**config.mk**
```make
export PLATFORM = sky130hd
export DESIGN_NAME = la_capture_ctrl
export DESIGN_NICKNAME = d
export VERILOG_FILES = /design/src/rtl/la_capture_ctrl.sv
export SDC_FILE = /design/constraint.sdc
export NUM_CORES = 1
export LEC_CHECK = 0
export ABC_CLOCK_PERIOD_IN_PS = 4500
export BUFFER_PORTS_ARGS = -buffer_cell sky130_fd_sc_hd__buf_2
export CORE_MARGIN = 2
export CORE_UTILIZATION = 30
export DETAILED_ROUTE_END_ITERATION = 8
export PLACE_DENSITY = 0.44
export SLEW_MARGIN = 40
export SYNTH_ARGS = -nofsm -noshare
export SYNTH_HDL_FRONTEND = slang
export SYNTH_SLANG_ARGS = --single-unit
```
**constraint.sdc**
```tcl
create_clock -name clk -period 4.5 [get_ports clk]
set_input_delay 0.45 -clock clk [delete_from_list [all_inputs] [get_ports clk]]
set_output_delay 0.45 -clock clk [all_outputs]
set_load 0.05 [all_outputs]
```
**src/rtl/la_capture_ctrl.sv**
```systemverilog
// Capture/readout sequencer for the logic-analyzer circular sample buffer.
// Arms, captures with qualified pre-trigger history, freezes, then streams the buffer oldest-first.
module la_capture_ctrl #(
  parameter int ADDR_WIDTH = 10,
  parameter int DATA_WIDTH = 8,
  parameter int RD_LATENCY = 2
) (
  input  logic                  clk,
  input  logic                  reset,
  input  logic                  arm,
  input  logic                  abort,
  input  logic                  trigger,
  input  logic [ADDR_WIDTH-1:0] post_count,
  output logic                  write_enable,
  output logic [ADDR_WIDTH-1:0] waddr,
  output logic                  read_enable,
  output logic [ADDR_WIDTH-1:0] rd_addr,
  input  logic [DATA_WIDTH-1:0] rd_data,
  output logic [ADDR_WIDTH-1:0] trig_addr,
  output logic [DATA_WIDTH-1:0] out_data,
  output logic                  out_valid,
  input  logic                  out_ready,
  output logic                  triggered,
  output logic                  busy,
  output logic                  done
);

  localparam logic [ADDR_WIDTH-1:0] LAST_INDEX = '1;
  localparam int                    LAT_WIDTH  = (RD_LATENCY > 1) ? $clog2(RD_LATENCY) : 1;
  localparam logic [LAT_WIDTH-1:0]  LAT_LAST   = LAT_WIDTH'(RD_LATENCY - 1);

  typedef enum logic [2:0] {
    IDLE,
    PRETRIG,
    POSTTRIG,
    RD_ISSUE,
    RD_WAIT,
    PRESENT,
    DONE
  } state_t;

  state_t                  state_reg, state_next;
  logic [ADDR_WIDTH-1:0]   waddr_reg, waddr_next;
  logic [ADDR_WIDTH-1:0]   rd_addr_reg, rd_addr_next;
  logic [ADDR_WIDTH-1:0]   trig_addr_reg, trig_addr_next;
  logic [ADDR_WIDTH-1:0]   post_len_reg, post_len_next;
  logic [ADDR_WIDTH-1:0]   post_cnt_reg, post_cnt_next;
  logic [ADDR_WIDTH-1:0]   fill_cnt_reg, fill_cnt_next;
  logic [ADDR_WIDTH-1:0]   word_cnt_reg, word_cnt_next;
  logic [LAT_WIDTH-1:0]    lat_cnt_reg, lat_cnt_next;
  logic [DATA_WIDTH-1:0]   out_data_reg, out_data_next;
  logic                    triggered_reg, triggered_next;
  logic                    capture;
  logic                    qualified;

  assign capture = (state_reg == PRETRIG) || (state_reg == POSTTRIG);
  // Enough history is stored that the buffer is fully valid once post_len more samples land.
  assign qualified = trigger && (fill_cnt_reg >= (LAST_INDEX - post_len_reg));

  always_ff @(posedge clk) begin
    if (!reset) begin
      state_reg     <= IDLE;
      waddr_reg     <= '0;
      rd_addr_reg   <= '0;
      trig_addr_reg <= '0;
      post_len_reg  <= '0;
      post_cnt_reg  <= '0;
      fill_cnt_reg  <= '0;
      word_cnt_reg  <= '0;
      lat_cnt_reg   <= '0;
      out_data_reg  <= '0;
      triggered_reg <= 1'b0;
    end else begin
      state_reg     <= state_next;
      waddr_reg     <= waddr_next;
      rd_addr_reg   <= rd_addr_next;
      trig_addr_reg <= trig_addr_next;
      post_len_reg  <= post_len_next;
      post_cnt_reg  <= post_cnt_next;
      fill_cnt_reg  <= fill_cnt_next;
      word_cnt_reg  <= word_cnt_next;
      lat_cnt_reg   <= lat_cnt_next;
      out_data_reg  <= out_data_next;
      triggered_reg <= triggered_next;
    end
  end

  always_comb begin
    state_next     = state_reg;
    waddr_next     = waddr_reg;
    rd_addr_next   = rd_addr_reg;
    trig_addr_next = trig_addr_reg;
    post_len_next  = post_len_reg;
    post_cnt_next  = post_cnt_reg;
    fill_cnt_next  = fill_cnt_reg;
    word_cnt_next  = word_cnt_reg;
    lat_cnt_next   = lat_cnt_reg;
    out_data_next  = out_data_reg;
    triggered_next = triggered_reg;
    write_enable   = capture;
    read_enable    = (state_reg == RD_ISSUE);

    // The pointer follows every write strobe, including one issued in an aborted cycle.
    if (capture) begin
      waddr_next = waddr_reg + ADDR_WIDTH'(1);
      if (fill_cnt_reg != LAST_INDEX) begin
        fill_cnt_next = fill_cnt_reg + ADDR_WIDTH'(1);
      end
    end

    if (abort) begin
      state_next = IDLE;
    end else begin
      case (state_reg)
        IDLE, DONE: begin
          if (arm) begin
            post_len_next  = post_count;
            fill_cnt_next  = '0;
            triggered_next = 1'b0;
            state_next     = PRETRIG;
          end
        end
        PRETRIG: begin
          if (qualified) begin
            trig_addr_next = waddr_reg;
            triggered_next = 1'b1;
            post_cnt_next  = post_len_reg;
            if (post_len_reg == '0) begin
              state_next    = RD_ISSUE;
              rd_addr_next  = waddr_reg + ADDR_WIDTH'(1);
              word_cnt_next = '0;
            end else begin
              state_next = POSTTRIG;
            end
          end
        end
        POSTTRIG: begin
          post_cnt_next = post_cnt_reg - ADDR_WIDTH'(1);
          if (post_cnt_reg == ADDR_WIDTH'(1)) begin
            state_next    = RD_ISSUE;
            rd_addr_next  = waddr_reg + ADDR_WIDTH'(1);
            word_cnt_next = '0;
          end
        end
        RD_ISSUE: begin
          lat_cnt_next = '0;
          state_next   = RD_WAIT;
        end
        RD_WAIT: begin
          if (lat_cnt_reg == LAT_LAST) begin
            out_data_next = rd_data;
            state_next    = PRESENT;
          end else begin
            lat_cnt_next = lat_cnt_reg + LAT_WIDTH'(1);
          end
        end
        PRESENT: begin
          if (out_ready) begin
            rd_addr_next  = rd_addr_reg + ADDR_WIDTH'(1);
            word_cnt_next = word_cnt_reg + ADDR_WIDTH'(1);
            state_next    = (word_cnt_reg == LAST_INDEX) ? DONE : RD_ISSUE;
          end
        end
        default: state_next = IDLE;
      endcase
    end
  end

  assign waddr     = waddr_reg;
  assign rd_addr   = rd_addr_reg;
  assign trig_addr = trig_addr_reg;
  assign out_data  = out_data_reg;
  assign out_valid = (state_reg == PRESENT);
  assign triggered = triggered_reg;
  assign busy      = (state_reg != IDLE) && (state_reg != DONE);
  assign done      = (state_reg == DONE);

endmodule

```
==> metrics.md <==
| Metric | Value |
|---|---|
| CTS Buf Count | `9` |
| Routability Congestion | `0.7878` |
| Layout Area Growth over Synthesis | `17.96%` |
| Fillers | `1508` |
| Final Cycle Share | `0.6606` |
| # IOs | `approximately 70` |
| Vias/cell | `just under 5` |
| Slowest-stage cell, CP | `dfxtp_1` |
| Syn Nets | `around 570` |
| Layout cell share with drive strength beyond 1 | `0.1852` |
| Worst-case clock buffer depth | `2` |
| R2R Setup Slk | `about 1.5 ns` |
| CTS tree | `built` |
| Die X | `around 120 µm` |
| Largest net degree at the start of global routing | `between 50 and 60` |
| Starting Density | `0.3089` |
| R2r worst-path depth | `8` |
| Clock edge transition at the registers on the reported setup and hold paths | `about 0.060 ns` |
| Cell type with the largest total area after synthesis | `dfxtp_1` |
| Core area | `roughly 14000 µm²` |
| Hold endpoint | `out_data[6]` |
| Crit path DAT | `2.52 ns` |
| Post-CTS setup buffer count | `0` |
| Sw Share | `0.2458` |
| Maximum VDD drop | `approximately 0.14 mV` |
| Worst setup startpoint | `state_reg[1]` |
| Finished Cell Area | `5096 µm²` |
| Slew HR | `0.5296` |
| WP data required | `4.05 ns` |
| Crit Path Class | `register to primary output` |
| # Max-Cap Violations | `0` |
| DRC viols | `0` |
| Worst setup EP type | `primary output` |
| Setup Skew | `between 0.007 and 0.008 ns` |
| Share of flip-flops with an asynchronous set or reset | `0` |
| Synth Flop Type | `dfxtp_1` |
| Leakage power total | `roughly 0.0021 µW` |
| Hold path startpoint | `rd_data[6]` |
| Vias | `about 3800` |
| Hold Path Depth | `3` |
| Netlist cell types | `slightly above 60` |
| FF-to-FF End | `rd_addr[2]` |
| Top cells by area, synth | `dfxtp_1 38%, mux2i_1 7.2%, nor2_1 6.6%, ha_1 4.6%, nand2_1 4.6%` |
| WP buf/inv | `3` |
| Die extent in y | `around 120 µm` |
| Post-DP HPWL | `approximately 7900 µm` |
| Int Pwr | `1234 µW` |
| Setup WS pre-CTS | `~1.5 ns` |
| Wire length per cell | `14.72 µm` |
| Setup TNS | `0 ns` |
| Crit path launch type | `register` |
| Sequential share of the synthesized area | `0.3846` |
| Synthesis warning total | `0` |
| Post-Syn Area per Cell | `about 8 µm²` |
| First-pass GRT wire length | `around 18000 µm` |
| WL met3 | `roughly 590 µm` |
| Final Setup Violations | `0` |
| # resized after CTS | `0` |
| Fmax | `336.4 MHz` |
| Clk_lat worst skew | `around 0.35 ns` |
| Met2 wire len | `around 4800 µm` |
| Pwr/cell area | `about 320 nW/µm²` |
| Pre-antenna DRT Iters | `4` |
| M1 WL | `about 5600 µm` |
| Initial antenna violation count | `0` |
| Status | `finished clean` |
| Worst min-delay path class | `primary input to register` |
| Htree depth | `3` |
| Min Hold Slack | `roughly 0.33 ns` |
| RR Startpoint | `post_len_reg[3]` |
| Vias in the first global route | `around 3600` |
| Total grt overflow | `0` |
| ANT cells | `0` |
| Mapped Cells | `526` |
| Mapped Area | `between 4000 and 5000 µm²` |
| Placed Area | `~4800 µm²` |
| Final WS setup | `roughly 1.5 ns` |
| Overall global routing resource usage | `0.1554` |
| Drt first-iter violations | `205` |
| Clock Power Share | `0.457` |
| CTS Root Cell | `clkbuf_16` |
| Slew Limit Fails | `0` |
| Number of synthesized flops with an enable pin | `0` |
| ANT nets after route | `0` |
| Yosys reg bits | `between 80 and 90` |
| Tmin final | `between 2 and 3 ns` |
| DRT Wirelength | `approximately 11000 µm` |
| RSZ-0062 raised after global routing | `no` |
| DIE AREA | `about 15000 µm²` |
| Final Hold Fails | `0` |
| Slowest Stage Delay on Critical Path | `between 0.5 and 0.6 ns` |
| Switching pwr | `402.2 µW` |
| Nets | `618` |
| Top Metal Used | `met4` |
| Power Total | `~1600 µW` |
| Largest delay contributor family on the critical path | `buffers and inverters` |
| Sequential power share | `0.467` |
| Actual slew at the worst max-slew pin | `~0.70 ns` |
| Clock sinks | `83` |
| Hold buffer count at CTS | `0` |
| Cell chain of the critical path | `nand2b_1, or2_0, buf_4, clkinv_1, buf_2` |
| Synth top area share | `0.3846` |
| Gate power share | `0.076` |
| IO Port Bufs | `between 60 and 70` |
| # rows | `between 40 and 50` |
| Crit path max fanout | `22` |
[worst min-delay path: cells and delay by family]
kind | cells | cell delay, ns
buf+inv | 1 | 0.07
simple gates | 1 | 0.07
mux | 1 | 0.05
[worst max-delay path by stage]
| stage | depth (start not counted) | end |
|---|---|---|
| CTS | 8 | rd_addr[2] |
| finish | 5 | out_valid |
| floorplan | 10 | rd_addr[7] |
| global placement | 8 | rd_addr[2] |
| global route | 8 | rd_addr[3] |
| detailed placement | 8 | rd_addr[2] |
[placed cells by master, fill, tap and decap left out, types with 4 or more instances in the layout]
cell type / instances
dfxtp_1: 83
nor2_1: 76
buf_2: 67
nand2_1: 53
a21oi_1: 33
mux2i_1: 31
o21ai_0: 28
nand3_1: 19
ha_1: 16
inv_1: 15
nor3_1: 13
xnor2_1: 13
and3_1: 10
xor2_1: 9
a31o_2: 9
clkbuf_16: 9
nand4_1: 7
nor3b_1: 7
nand2b_1: 5
and2_1: 4
or3_1: 4
buf_4: 4
[metal layers]
| metal | vias up | global-route usage |
|---|---|---|
| met3 | 13 | 0.03892 |
| met2 | 83 | 0.2311 |
| met5 | - | 0 |
| li1 | 1953 | - |
| met1 | 1722 | 0.2142 |
| met4 | 0 | 0.06390 |
[power by group through the flow]
stage               clock network, µW  logic, µW  registers, µW
floorplan                           0       79.7            784
global placement                    0        125            780
detailed placement                  0        126            781
CTS                               770        126            764
global route                      804        140            766
finish                            748        124            764
[stage by stage]
| step | instances | utilization |
|---|---|---|
| finish | 763 | 0.3643 |
| global route | 763 | 0.3643 |
| CTS | 763 | 0.3643 |
| detailed placement | 747 | 0.3431 |
| global placement | 747 | 0.3422 |
| floorplan | 526 | - |
[area by class of cell]
class | count | area (µm²) | share of cell area
clock buffer | 12 | 246.5 | 0.04837
clock inverter | 4 | 50.05 | 0.009821
inverter | 16 | 60.06 | 0.01178
multi-input combinational | 397 | 2487 | 0.4881
sequential | 83 | 1662 | 0.3260
tap | 180 | 225.2 | 0.04419
timing repair buffer | 71 | 365.4 | 0.07169
[synth_stat cells, types with 5 or more instances]
| master | count |
|---|---|
| nand2_1 | 53 |
| inv_1 | 15 |
| clkbuf_1 | 22 |
| and3_1 | 10 |
| a21oi_1 | 33 |
| o21ai_0 | 28 |
| dfxtp_1 | 83 |
| nor3b_1 | 8 |
| ha_1 | 16 |
| a31o_2 | 9 |
| xor2_1 | 9 |
| nor2_1 | 76 |
| buf_2 | 5 |
| nand3_1 | 19 |
| xnor2_1 | 13 |
| nor3_1 | 14 |
| mux2i_1 | 31 |
| nand2b_1 | 5 |
| nand4_1 | 7 |
[logic make-up (layout without fill, tap and decap cells)]
kind of cell,Yosys count,count (layout),share of synthesized area
and+or+nand+nor,219,219,0.2424
AOI/OAI and AO/OA,109,109,0.1654
DFF,83,83,0.3846
buffers and inverters,46,103,0.04488
muxes,31,31,0.07182
xor gates and xnor gates,22,22,0.04460
adders and majority gates,16,16,0.04634
Power figures use the tool's default switching activity.
